## src/rtl/kpyd_pkg.sv

```systemverilog
// kpyd_pkg: shared constants for the keypad column scanner.
package kpyd_pkg;

   // Default matrix geometry and the derived key count.
   localparam int KPYD_ROWS = 4;
   localparam int KPYD_COLS = 4;
   localparam int KEYS      = KPYD_ROWS * KPYD_COLS;

   // Scanner FSM state encoding.
   localparam logic [1:0] ST_IDLE   = 2'd0;
   localparam logic [1:0] ST_DRIVE  = 2'd1;
   localparam logic [1:0] ST_SAMPLE = 2'd2;
   localparam logic [1:0] ST_COMMIT = 2'd3;

endpackage

```

## src/rtl/kpyd_sync.sv

```systemverilog
// kpyd_sync: parameterized-width two-flop synchronizer with a selectable
// reset value (rows idle high, so the scanner resets it to all ones).
module kpyd_sync
   import kpyd_pkg::*;
#(
   parameter int               WIDTH   = 1,
   parameter logic [WIDTH-1:0] RST_VAL = '0
) (
   input  logic             clk_i,
   input  logic             reset_n_i,
   input  logic [WIDTH-1:0] d_i,
   output logic [WIDTH-1:0] q_o
);

   logic [WIDTH-1:0] meta_q;
   logic [WIDTH-1:0] sync_q;

   // Two back-to-back flops to settle the asynchronous input.
   always_ff @(posedge clk_i) begin
      if (!reset_n_i) begin
         meta_q <= RST_VAL;
         sync_q <= RST_VAL;
      end else begin
         meta_q <= d_i;
         sync_q <= meta_q;
      end
   end

   assign q_o = sync_q;

endmodule

```

## src/rtl/kpyd_scanner.sv

```systemverilog
// kpyd_scanner: drives keypad columns one at a time, samples the rows into a
// frame buffer and commits the whole frame to press_o at once.
// Optional ghost-key masking is enabled by defining KPYD_GHOST_MASK_EN.
module kpyd_scanner
   import kpyd_pkg::*;
#(
   parameter int ROWS          = KPYD_ROWS,
   parameter int COLS          = KPYD_COLS,
   parameter int SETTLE_CYCLES = 8
) (
   input  logic                 clk_i,
   input  logic                 reset_n_i,
   input  logic                 enable_i,
   input  logic [ROWS-1:0]      row_i,
   output logic [COLS-1:0]      col_o,
   output logic [ROWS*COLS-1:0] press_o,
   output logic                 scan_done_o,
   output logic                 ghost_o
);

   localparam int NKEYS = ROWS * COLS;
   localparam int CNT_W = $clog2(SETTLE_CYCLES);
   localparam int COL_W = (COLS > 1) ? $clog2(COLS) : 1;
   localparam logic [CNT_W-1:0] CNT_LAST = CNT_W'(SETTLE_CYCLES - 1);
   localparam logic [COL_W-1:0] COL_LAST = COL_W'(COLS - 1);

   logic [ROWS-1:0]  row_sync;
   logic [1:0]       state_q, state_d;
   logic [CNT_W-1:0] cnt_q, cnt_d;
   logic [COL_W-1:0] cidx_q, cidx_d;
   logic [NKEYS-1:0] frame_q, frame_d;
   logic [NKEYS-1:0] press_q, press_d;
   logic [COLS-1:0]  col_q, col_d;
   logic             done_q, done_d;
   logic             ghost_q, ghost_d;
   logic             frame_ghost;

   kpyd_sync #(
      .WIDTH   (ROWS),
      .RST_VAL ({ROWS{1'b1}})
   ) u_row_sync (
      .clk_i     (clk_i),
      .reset_n_i (reset_n_i),
      .d_i       (row_i),
      .q_o       (row_sync)
   );

`ifdef KPYD_GHOST_MASK_EN
   // A rectangle of four pressed keys cannot be told apart from three, so
   // such a frame is unreliable and gets rejected.
   function automatic logic is_ghost(input logic [NKEYS-1:0] f);
      logic g;
      g = 1'b0;
      for (int r1 = 0; r1 < ROWS; r1++)
         for (int r2 = r1 + 1; r2 < ROWS; r2++)
            for (int c1 = 0; c1 < COLS; c1++)
               for (int c2 = c1 + 1; c2 < COLS; c2++)
                  if (f[r1*COLS+c1] && f[r1*COLS+c2] &&
                      f[r2*COLS+c1] && f[r2*COLS+c2])
                     g = 1'b1;
      return g;
   endfunction

   assign frame_ghost = is_ghost(frame_q);
`else
   assign frame_ghost = 1'b0;
`endif

   // Next-state logic: scan sequencing, frame capture and commit.
   always_comb begin
      state_d = state_q;
      cnt_d   = cnt_q;
      cidx_d  = cidx_q;
      frame_d = frame_q;
      press_d = press_q;
      done_d  = 1'b0;
      ghost_d = 1'b0;
      case (state_q)
         ST_IDLE: begin
            if (enable_i) begin
               state_d = ST_DRIVE;
               cidx_d  = '0;
               cnt_d   = '0;
            end
         end
         ST_DRIVE: begin
            if (cnt_q == CNT_LAST) state_d = ST_SAMPLE;
            else                   cnt_d   = cnt_q + 1'b1;
         end
         ST_SAMPLE: begin
            for (int r = 0; r < ROWS; r++)
               frame_d[r*COLS + int'(cidx_q)] = ~row_sync[r];
            if (cidx_q == COL_LAST) begin
               state_d = ST_COMMIT;
            end else begin
               state_d = ST_DRIVE;
               cidx_d  = cidx_q + 1'b1;
               cnt_d   = '0;
            end
         end
         default: begin
            done_d  = 1'b1;
            ghost_d = frame_ghost;
            if (!frame_ghost) press_d = frame_q;
            if (enable_i) begin
               state_d = ST_DRIVE;
               cidx_d  = '0;
               cnt_d   = '0;
            end else begin
               state_d = ST_IDLE;
            end
         end
      endcase
      // Column drive follows the next state so it is glitch-free from a flop.
      col_d = '1;
      if (state_d == ST_DRIVE || state_d == ST_SAMPLE) col_d[cidx_d] = 1'b0;
   end

   // State and output registers with synchronous reset.
   always_ff @(posedge clk_i) begin
      if (!reset_n_i) begin
         state_q <= ST_IDLE;
         cnt_q   <= '0;
         cidx_q  <= '0;
         frame_q <= '0;
         press_q <= '0;
         col_q   <= '1;
         done_q  <= 1'b0;
         ghost_q <= 1'b0;
      end else begin
         state_q <= state_d;
         cnt_q   <= cnt_d;
         cidx_q  <= cidx_d;
         frame_q <= frame_d;
         press_q <= press_d;
         col_q   <= col_d;
         done_q  <= done_d;
         ghost_q <= ghost_d;
      end
   end

   assign col_o       = col_q;
   assign press_o     = press_q;
   assign scan_done_o = done_q;
   assign ghost_o     = ghost_q;

endmodule

```

## config.mk

```make
export PLATFORM = sky130hd
export DESIGN_NAME = kpyd_scanner
export DESIGN_NICKNAME = d
export VERILOG_FILES = /design/src/rtl/kpyd_pkg.sv /design/src/rtl/kpyd_sync.sv /design/src/rtl/kpyd_scanner.sv
export SDC_FILE = /design/constraint.sdc
export NUM_CORES = 1
export LEC_CHECK = 0
export CAP_MARGIN = 20
export CORE_MARGIN = 1.5
export CORE_UTILIZATION = 28
export CTS_BUF_LIST = sky130_fd_sc_hd__clkbuf_16
export CTS_CLUSTER_DIAMETER = 80
export DETAILED_ROUTE_END_ITERATION = 8
export MAX_ROUTING_LAYER = met4
export PLACE_DENSITY_LB_ADDON = 0.2
export SLEW_MARGIN = 20
export SYNTH_ARGS = -nofsm -noshare
export SYNTH_HDL_FRONTEND = slang
export SYNTH_SLANG_ARGS = --single-unit
```

## constraint.sdc

```tcl
create_clock -name clk_i -period 3.1 [get_ports clk_i]
set_input_delay 0.31 -clock clk_i [delete_from_list [all_inputs] [get_ports clk_i]]
set_output_delay 0.31 -clock clk_i [all_outputs]
set_load 0.05 [all_outputs]
```

==> results.md <==
- Outcome: finished clean
- Synth Flop Type: dfxtp_1
- Post-Route M1 WL: 1880 um
- CTS H-tree depth: 2
- Largest net degree at the start of global routing: between 40 and 50
- First-pass GRT wire length: 6010 um
- Total Neg Setup Slack: 0 ns
- Grt ovf: 0
- Number of remaining DRC errors: 0
- DR WL met3: roughly 180 um
- Unique masters post-synth: 35
- Cell area power density: 542 nW/um^2
- Hold_ws: between 0.4 and 0.5 ns
- Period Utilization, post-route: 0.620
- Die extent in x: 87.8 um
- Clock power frac: 0.458
- Vias after detailed routing: 1322
- Hold Crit Class: reg2reg
- Root buf cell: clkbuf_16
- Yosys top cell area share: 0.517
- Vias in the first global route: 1185
- Final Critical Period: 1.92 ns
- Syn nets: 200
- Die Span Y: 87.8 um
- Drt via density: ~4.3
- Worst setup EP type: flop
- Hold EP: u_row_sync.q_o[3]
- DR WL met2: approximately 1500 um
- VDD IR max: between 200 and 300 uV
- Crit path required time: about 3.3 ns
- Seq cells post-synth: 52
- Endpoints failing setup: 0
- Hold Fails Final Rpt: 0
- RSZ-0062 raised after global routing: no
- Final Slew Violations: 0
- Post-route ant nets: 0
- EDFF count, synth: 0
- Most common cell in the netlist: dfxtp_1
- Crit path max-delay cell type: dfxtp_1
- Synth warnings: 0
- FF-to-FF End: col_o[0]
- Fraction of registers with async set/reset: 0
- Max Clock Freq: slightly above 0.5 GHz
- Post-DP HPWL: 2350 um
- Routability-driven placement congestion ratio: between 0.7 and 0.8
- Antenna violations before repair: 0
- GR Util All Layers: 0.107
- Wire per inst: 11.8 um
- Critical path class: reg2reg
- Layout cells sized above 1: 0.0748
- Mapped Cells: about 190
- Clk_lat worst skew: ~0.29 ns
- Row count: 30
- Post-CTS sizing: 0
- WP data arrival: roughly 2.1 ns
- IO Pins: 29
- Worst-path cell chain: inv_1, ha_1, and2b_1, o21ai_0, a221o_1, and3_4, nand4_1
- Clock skew: between 0.004 and 0.005 ns
- R2R Setup Slk: approximately 1.2 ns
- Port bufs: 27
- Switch Pwr: between 0.0002 and 0.0003 W
- Setup Fix Bufs, Post-CTS: 0
- Sw frac: 0.207
- Largest buffer count on any clock path: 2
- Reg-to-reg startpoint: state_q[1]
- CTS buffer count: 5
- Drt total wl: roughly 3700 um
- Hold path depth: 1
- Top post-synthesis cells by count: dfxtp_1 (52), nand2_1 (20), nor2b_1 (20)
- Total die area: approximately 7700 um^2
- ANT cells: 0
- CTS clk-pin slew, worst paths: ~0.070 ns
- Drt initial violations: 40
- Area delta synth->final: 25.4%
- Worst path max stage delay: 0.39 ns
- FF-to-FF path depth: 7
- Comb pwr share: 0.044
- Drt pass-1 iters: 5
- Mapped cell area: ~2000 um^2
- Sequential fraction of the synthesis area: 0.517
- Leak: between 1 and 1.5 nW
- Min-delay src: u_row_sync.meta_q[3]
- Post-CTS Hold Fix Bufs: 0
- Top sig layer: met4
- Worst setup SP type: flop
- Max Cap Viol: 0
- Worst Path Max Fanout: 7
- Starting density of the core: 0.293
- CTS tree: done
- Seq pwr share: 0.498
- Internal: 0.00108 W
- Clk sinks: 52
- Rel. slew slack: 0.635
- Synth area leaders: dfxtp_1 (52%), mux2i_1 (8.5%), o211a_1 (8.0%)
- Layout Nets: between 200 and 250
- Synth area leader: dfxtp_1
- Syn Area/Cell: 10.8 um^2
- Measured slew at the worst slew-check pin: 0.546 ns
- Core area: just under 7000 um^2
==> power groups by stage <==
stage               Clock (W)  Sequential [W]  Combinational (W)
global placement            0        0.000697          0.0000605
floorplan                   0        0.000700          0.0000391
detailed placement          0        0.000697          0.0000601
finish               0.000627        0.000681          0.0000600
global route         0.000672        0.000682          0.0000664
CTS                  0.000651        0.000681          0.0000603
==> layer usage <==
metal / vias to the layer above / GRT usage
met3: 8 / 0.0292
li1: 693 / -
met5: - / -
met4: 0 / 0.0606
met1: 595 / 0.139
met2: 26 / 0.149
==> sequential cells by signal (all words and copies together), names as in the netlist <==
name / flops
frame_q: 16
u_row_sync.meta_q: 4
state_q: 2
scan_done_o: 1
cidx_q: 2
press_o: 16
col_o: 4
u_row_sync.q_o: 4
cnt_q: 3
==> cell type report <==
class | instances | area [um^2]
Inverter | 3 | 11.3
Fill cell | 690 | 4340
Sequential cell | 52 | 1040
Clock inverter | 3 | 42.5
Clock buffer | 5 | 125
Timing Repair Buffer | 29 | 285
Multi-Input combinational cell | 122 | 900
Tap cell | 96 | 120
==> per-stage QoR <==
stage / total power [W] / worst slack, ns / std cells / instance area, um^2 / utilization
5_1_grt: 0.00142 / 1.04 / 310 / 2520 / 0.368
3_3_place_gp: 0.000757 / 1.15 / 302 / 2360 / 0.343
6_report: 0.00137 / 1.18 / 310 / 2520 / 0.368
3_5_place_dp: 0.000757 / 1.11 / 302 / 2360 / 0.343
4_1_cts: 0.00139 / 1.19 / 310 / 2520 / 0.368
2_1_floorplan: 0.000739 / 1.41 / 187 / 2010 / -
==> worst max-delay path, delay by kind of cell, from the launching register on <==
family | cells | cell delay (ns)
adder cells (fa/ha/maj) | 1 | 0.30
AO/OA/AOI/OAI | 2 | 0.51
flip-flops | 1 | 0.39
AND/OR/NAND/NOR | 3 | 0.51
buffers and inverters | 1 | 0.08
==> cells by family (layout without fill, tap and decap cells) <==
| kind of cell | Yosys count | in the layout | synth area share |
|---|---|---|---|
| compound gates | 30 | 30 | 0.131 |
| fa+ha+maj | 6 | 6 | 0.0373 |
| buf+inv | 13 | 40 | 0.0360 |
| flops | 52 | 52 | 0.517 |
| mux | 17 | 17 | 0.0845 |
| other cells | 1 | 1 | 0.00186 |
| simple gates | 68 | 68 | 0.193 |
==> how the worst max path moves through the flow <==
stage	startpoint	end	slack [ns]	cells past startpoint
4_1_cts	state_q[0]	col_o[1]	1.19	7
5_1_grt	state_q[1]	col_o[0]	1.04	7
2_1_floorplan	state_q[0]	col_o[0]	1.41	8
6_report	state_q[1]	col_o[0]	1.18	7
3_3_place_gp	enable_i	col_o[0]	1.15	6
3_5_place_dp	enable_i	col_o[0]	1.11	6
==> layout by cell type, fill, tap and decap left out, types with 2 or more instances in the layout <==
master	n
dfxtp_1	52
clkdlybuf4s50_1	27
nor2b_1	20
nand2_1	20
mux2i_1	17
o211a_1	16
nand2b_1	9
ha_1	6
clkbuf_16	5
inv_1	4
o21ai_0	4
and2_1	3
nand3_1	3
nor2_1	2
a22oi_1	2
and2b_2	2
nand4_1	2
a21oi_1	2
buf_4	2
(Power assumes the default switching activity.)
